$ cat src/rtl/johnson_pkg.sv
// Shared definitions for the Johnson sequencer.
//   - state_e: controller FSM states
//   - johnson_next / johnson_legal / johnson_phase: helpers working on a
//     JW_MAX-wide vector of which only the low n bits are meaningful.
//     The callers zero-extend their register value into this width.
//   - JOHNSON_N: default Johnson register width
package johnson_pkg;

  localparam int JOHNSON_N = 3;
  localparam int JW_MAX    = 16;

  typedef enum logic [1:0] {
    ST_IDLE  = 2'd0,
    ST_RUN   = 2'd1,
    ST_PAUSE = 2'd2,
    ST_DONE  = 2'd3
  } state_e;

  // Bits [n-1:0] set.
  function automatic logic [JW_MAX-1:0] johnson_mask(input int n);
    logic [JW_MAX-1:0] m;
    m = '0;
    for (int i = 0; i < JW_MAX; i++) begin
      if (i < n) m[i] = 1'b1;
    end
    return m;
  endfunction

  // One step of the twisted ring. Forward shifts left and feeds ~MSB into
  // the LSB; reverse shifts right and feeds ~LSB into the MSB.
  function automatic logic [JW_MAX-1:0] johnson_next(input logic [JW_MAX-1:0] a,
                                                     input logic dir,
                                                     input int n);
    logic              msb;
    logic [JW_MAX-1:0] nxt;
    msb = 1'b0;
    for (int i = 0; i < JW_MAX; i++) begin
      if (i == n - 1) msb = a[i];
    end
    if (!dir) nxt = (a << 1) | {{(JW_MAX-1){1'b0}}, ~msb};
    else      nxt = (a >> 1) | ({{(JW_MAX-1){1'b0}}, ~a[0]} << (n - 1));
    return nxt & johnson_mask(n);
  endfunction

  // k-th code of the forward sequence: k ones filling from the LSB for
  // k <= n, then zeros filling from the LSB.
  function automatic logic [JW_MAX-1:0] johnson_code(input int k, input int n);
    logic [JW_MAX-1:0] code;
    code = '0;
    for (int i = 0; i < JW_MAX; i++) begin
      if (i < n) begin
        if (k <= n) code[i] = (i < k);
        else        code[i] = (i >= k - n);
      end
    end
    return code;
  endfunction

  // One-hot position of a within the forward sequence; zero if illegal.
  function automatic logic [2*JW_MAX-1:0] johnson_phase(input logic [JW_MAX-1:0] a,
                                                        input int n);
    logic [2*JW_MAX-1:0] ph;
    ph = '0;
    for (int k = 0; k < 2 * JW_MAX; k++) begin
      if (k < 2 * n) ph[k] = (a == johnson_code(k, n));
    end
    return ph;
  endfunction

  function automatic logic johnson_legal(input logic [JW_MAX-1:0] a, input int n);
    return |johnson_phase(a, n);
  endfunction

endpackage

$ cat src/rtl/johnson_seq_ctrl_core.sv
// Johnson register. clr_i wins over en_i; en_i advances one step in the
// direction given by dir_i.
//   clk, rst  : clock, asynchronous active-high reset
//   clr_i     : force register to zero on the next edge
//   en_i      : step on the next edge
//   dir_i     : 0 forward, 1 reverse
//   a_o       : register value
module johnson_core
  import johnson_pkg::*;
#(
  parameter int N_BITS = JOHNSON_N
) (
  input  logic              clk,
  input  logic              rst,
  input  logic              clr_i,
  input  logic              en_i,
  input  logic              dir_i,
  output logic [N_BITS-1:0] a_o
);

  logic [N_BITS-1:0] a_q, a_d;
  logic [JW_MAX-1:0] a_ext, nxt_ext;

  assign a_ext   = JW_MAX'(a_q);
  assign nxt_ext = johnson_next(a_ext, dir_i, N_BITS);

  always_comb begin
    a_d = a_q;
    if (clr_i)     a_d = '0;
    else if (en_i) a_d = N_BITS'(nxt_ext);
  end

  always_ff @(posedge clk or posedge rst) begin
    if (rst) a_q <= '0;
    else     a_q <= a_d;
  end

  assign a_o = a_q;

endmodule

$ cat src/rtl/johnson_seq_ctrl.sv
// Sequences a Johnson counter for a programmed number of full 2N-step
// rounds, with hold, abort, direction select, one-hot phase decode, a done
// pulse and a sticky illegal-state flag.
//   clk, rst : clock, asynchronous active-high reset
//   start    : pulse, accepted only in IDLE; latches rounds and dir
//   rounds   : number of full rounds (0 gives a bare done pulse)
//   dir      : 0 forward, 1 reverse
//   hold     : freezes stepping while high
//   abort    : returns to IDLE with A=0 from any state, no done pulse
//   A        : Johnson register
//   phase    : one-hot position of A in forward order, zero if illegal
//   busy     : high in RUN and PAUSE
//   done     : one-cycle pulse on normal completion
//   err      : sticky illegal-state flag, cleared by rst or accepted start
module johnson_seq_ctrl
  import johnson_pkg::*;
#(
  parameter int N_BITS = JOHNSON_N,
  parameter int CNT_W  = 8
) (
  input  logic                clk,
  input  logic                rst,
  input  logic                start,
  input  logic [CNT_W-1:0]    rounds,
  input  logic                dir,
  input  logic                hold,
  input  logic                abort,
  output logic [N_BITS-1:0]   A,
  output logic [2*N_BITS-1:0] phase,
  output logic                busy,
  output logic                done,
  output logic                err
);

  state_e              state_q;
  logic [CNT_W-1:0]    rem_q;
  logic                dir_q, busy_q, done_q, err_q;

  logic [JW_MAX-1:0]   a_ext, nxt_ext;
  logic [2*JW_MAX-1:0] ph_ext;
  logic                a_legal, stepping, wraps;

  assign a_ext   = JW_MAX'(A);
  assign ph_ext  = johnson_phase(a_ext, N_BITS);
  assign a_legal = |ph_ext;
  assign nxt_ext = johnson_next(a_ext, dir_q, N_BITS);
  assign wraps   = (nxt_ext == '0);

  // The edge that leaves PAUSE already steps, so each hold-high cycle costs
  // exactly one cycle of latency.
  assign stepping = !hold && (state_q == ST_RUN || state_q == ST_PAUSE);

  johnson_core #(.N_BITS(N_BITS)) u_core (
    .clk   (clk),
    .rst   (rst),
    .clr_i (abort || !a_legal),
    .en_i  (stepping),
    .dir_i (dir_q),
    .a_o   (A)
  );

  always_ff @(posedge clk or posedge rst) begin
    if (rst) begin
      state_q <= ST_IDLE;
      rem_q   <= '0;
      dir_q   <= 1'b0;
      busy_q  <= 1'b0;
      done_q  <= 1'b0;
      err_q   <= 1'b0;
    end else begin
      done_q <= 1'b0;
      if (abort) begin
        state_q <= ST_IDLE;
        busy_q  <= 1'b0;
        rem_q   <= '0;
      end else if (!a_legal) begin
        // The core clears A on this same edge.
        err_q   <= 1'b1;
        state_q <= ST_IDLE;
        busy_q  <= 1'b0;
        rem_q   <= '0;
      end else begin
        case (state_q)
          ST_IDLE: begin
            if (start) begin
              err_q <= 1'b0;
              if (rounds != '0) begin
                rem_q   <= rounds;
                dir_q   <= dir;
                state_q <= ST_RUN;
                busy_q  <= 1'b1;
              end else begin
                state_q <= ST_DONE;
                done_q  <= 1'b1;
              end
            end
          end
          ST_RUN, ST_PAUSE: begin
            if (hold) begin
              state_q <= ST_PAUSE;
            end else begin
              state_q <= ST_RUN;
              // Returning to zero closes one round.
              if (wraps) begin
                rem_q <= rem_q - 1'b1;
                if (rem_q == CNT_W'(1)) begin
                  state_q <= ST_DONE;
                  busy_q  <= 1'b0;
                  done_q  <= 1'b1;
                end
              end
            end
          end
          ST_DONE: state_q <= ST_IDLE;
          default: state_q <= ST_IDLE;
        endcase
      end
    end
  end

  assign phase = (2*N_BITS)'(ph_ext);
  assign busy  = busy_q;
  assign done  = done_q;
  assign err   = err_q;

endmodule
$ cat config.mk
export PLATFORM = sky130hd
export DESIGN_NAME = johnson_seq_ctrl
export DESIGN_NICKNAME = d
export VERILOG_FILES = /design/src/rtl/johnson_pkg.sv /design/src/rtl/johnson_seq_ctrl_core.sv /design/src/rtl/johnson_seq_ctrl.sv
export SDC_FILE = /design/constraint.sdc
export NUM_CORES = 1
export LEC_CHECK = 0
export CORE_UTILIZATION = 30
export DETAILED_ROUTE_END_ITERATION = 12
export GPL_TIMING_DRIVEN = 0
export HOLD_SLACK_MARGIN = 0.08
export PLACE_DENSITY = 0.59
export SLEW_MARGIN = 5
export SYNTH_ARGS = -nofsm -noshare
export SYNTH_HDL_FRONTEND = slang
export SYNTH_SLANG_ARGS = --single-unit
export TNS_END_PERCENT = 100
$ cat constraint.sdc
create_clock -name clk -period 3.7 [get_ports clk]
set_input_delay 0.555 -clock clk [delete_from_list [all_inputs] [get_ports clk]]
set_output_delay 0.555 -clock clk [all_outputs]
set_load 0.005 [all_outputs]
==> impl_metrics.tcl <==
set metrics [dict create \
    post-synth-top-count-cell "dfrtp_1" \
    tritoncts_num_sinks 17 \
    io_pins 26 \
    worst_slew_pin_slew_ns 0.657 \
    worst-endpoint-required_ns 3.14 \
    holdBufCountCts 0 \
    firstDrtPassIters 4 \
    synth_top_flop_cell "dfrtp_1" \
    synth.area.top_cells "dfrtp_1 35%, nor2_1 4.9%, ha_1 4.1%" \
    ctsResizeCount 0 \
    place.port_buffers 25 \
    rsz0062_at_grt "no" \
    first_pass_grt_wire_length_um 4890 \
    area_growth_syn_to_layout_pct 29.2 \
    worst_ep_arrival_time_ns 1.77 \
    route.antenna.remaining_nets 0 \
    yosys.area.top_type_share_pct 35.0 \
    total_negative_slack_ns 0 \
    period_needed_ns 2.33 \
    mappedNetlistNets 152 \
    die_area_um2 4310 \
    critPathSlowestCell "clkdlybuf4s50_1" \
    drc 0 \
    holdWs_ns 0.499 \
    netlist_instances 134 \
    report.final.slew_viol_count 0 \
    first_global_vias 1061 \
    yosys_reg_bits 17 \
    clock_transition_time_at_the_flip_flop_clock_pins_of_the_worst_setup_and_hold_paths_ns 0.07 \
    synth_top_area_cell "dfrtp_1" \
    timing.fmax_ghz 0.430 \
    static_leak_nw 0.646 \
    cts_root_buf "clkbuf_8" \
    pin_count_of_the_biggest_net_entering_global_routing 18 \
    count_of_endpoints_failing_setup_in_the_final_report 0 \
    wl_um 2830 \
    slowest_delay_ns 0.53 \
    tritoncts "yes" \
    drtIter0Drc 44 \
    synth.cell_area_um2 1210 \
    pwr_density_cell_nw_per_um2 566 \
    drt-vias-per-instance 5.19 \
    yosys_warnings 0 \
    worst_clock_skew_ns 0.00212 \
    timing.hold.worst.class "flop to flop" \
    worstSkewPairLatency_ns 0.25 \
    globalRoute.totalOverflow 0 \
    worstPathMaxFanout 10 \
    ys_top_cells_by_count "17 x dfrtp_1, 16 x nor2_1, 9 x nand2_1, 8 x nor3_1, 8 x o21ai_0" \
    start_util_pct 32.2 \
    routed_vias 1096 \
    post-cts-setup-buffer-count 0 \
    core_region_area_um2 3770 \
    synth.distinct_cells 43 \
    final_min_period_over_clock_period_pct 62.9 \
    die_h_um 65.6 \
    row_count 22 \
    nets 182 \
    finalWeightedCongestion 0.783 \
    share_of_final_layout_standard_cells_stronger_than_drive_strength_1_pct 12.3 \
    initial_antenna_violation_count 0 \
    cts_made_buffers 3 \
    crit_chain "clkbuf_1, nor3b_1, clkdlybuf4s50_1" \
    h-tree-depth 1 \
    seq_area_frac_synth_pct 35.0 \
    cts-root-to-sink-buffers 2 \
    antenna_cells 0 \
    asyncSetResetFlopFracSynth_pct 100 \
    grt.total_usage_pct 14.4 \
    synth_edf_count 0 \
    max_cap_viol_count 0 \
    die_w_um 65.6 \
    place_hpwl_um 2150 \
    maxSlewHeadroom_pct 56.1 \
    synth_area_per_cell_um2 9.07 \
    cp_class "flop to output port" \
    report.final.hold_viol_count 0 \
    peakVddDrop_mv 0.229 \
    startpoint_type "flop" \
    endpoint_kind "output port" \
    fin_util_pct 41.6 \
    detail_route.wl_per_cell_um 13.4 \
    result_of_the_run "finished clean" \
]
==> area by class of cell <==
| cell class | count | area (um^2) |
|---|---|---|
| Fill cell | 368 | 2200 |
| Buffer | 9 | 67.6 |
| Clock buffer | 4 | 45.0 |
| Sequential cell | 17 | 425 |
| Multi-Input combinational cell | 101 | 696 |
| Inverter | 7 | 26.3 |
| Tap cell | 48 | 60.1 |
| Timing Repair Buffer | 25 | 250 |
==> critical path: cells and delay by family (launching register included) <==
family        cells  cell delay [ns]
buf+inv           2             0.85
flops             1             0.45
simple gates      1             0.23
==> where the power goes <==
group	internal, W	switching [W]	leakage, nW	total [W]
logic	0.000220	0.000248	0.398	0.000468
clock network	0.0000763	0.0000620	0.0228	0.000138
registers	0.000235	0.0000473	0.226	0.000283
==> per-layer routing <==
layer,GRT usage (%),vias up,wire length [um]
li1,-,552,-
met1,21.2,516,1410
met2,21.0,28,1270
met3,3.30,0,147
met4,3.53,0,0
met5,0,-,0
==> cell usage in the layout (no fill, tap or decap), drive strengths merged, types with 3 or more instances in the layout <==
cell type and n:
a21oi 7, mux2i 4, clkbuf 8, o21ai 9
dfrtp 17, buf 5, a211oi 5, clkdlybuf4s50 25
ha 4, nor2 18, nor3b 3, inv 6
a32o 4, nand3 3, nand2 9, nor3 8
==> state kept, by name, indices dropped and copies added (netlist names) <==
name        count
busy            1
dir_q           1
done            1
err             1
rem_q           8
state_q         2
u_core.a_o      3
==> through the flow <==
stage	instance area [um^2]	setup WS [ns]	total power, W	cells
4_1_cts	1570	1.35	0.000893	211
6_report	1570	1.37	0.000889	211
3_5_place_dp	1530	1.16	0.000751	207
2_1_floorplan	1210	1.74	0.000609	134
3_3_place_gp	1530	1.18	0.000745	207
5_1_grt	1570	1.26	0.000961	211
==> path summary, 6_finish.rpt <==
path / slack (ns) / startpoint / cells after the start / to
max: 1.37 / u_core.a_o[1] / 3 / phase[2]
min: 0.50 / err / 2 / err
max reg2reg: 1.60 / state_q[0] / 7 / u_core.a_o[0]
min reg2reg: 0.50 / err / 2 / err
max in group asynchronous: 2.57 / rst / 2 / rem_q[4]
min in group asynchronous: 0.70 / rst / 2 / u_core.a_o[0]
==> logic make-up after synthesis <==
group / count (synthesis) / share of synthesized area [%]
AND/OR/NAND/NOR: 55 / 24.7
AO/OA/AOI/OAI: 36 / 23.3
multiplexers: 6 / 5.15
flip-flops: 17 / 35.0
adder cells (fa/ha/maj): 4 / 4.12
buffers and inverters: 16 / 7.72
Power figures use the tool's default switching activity.
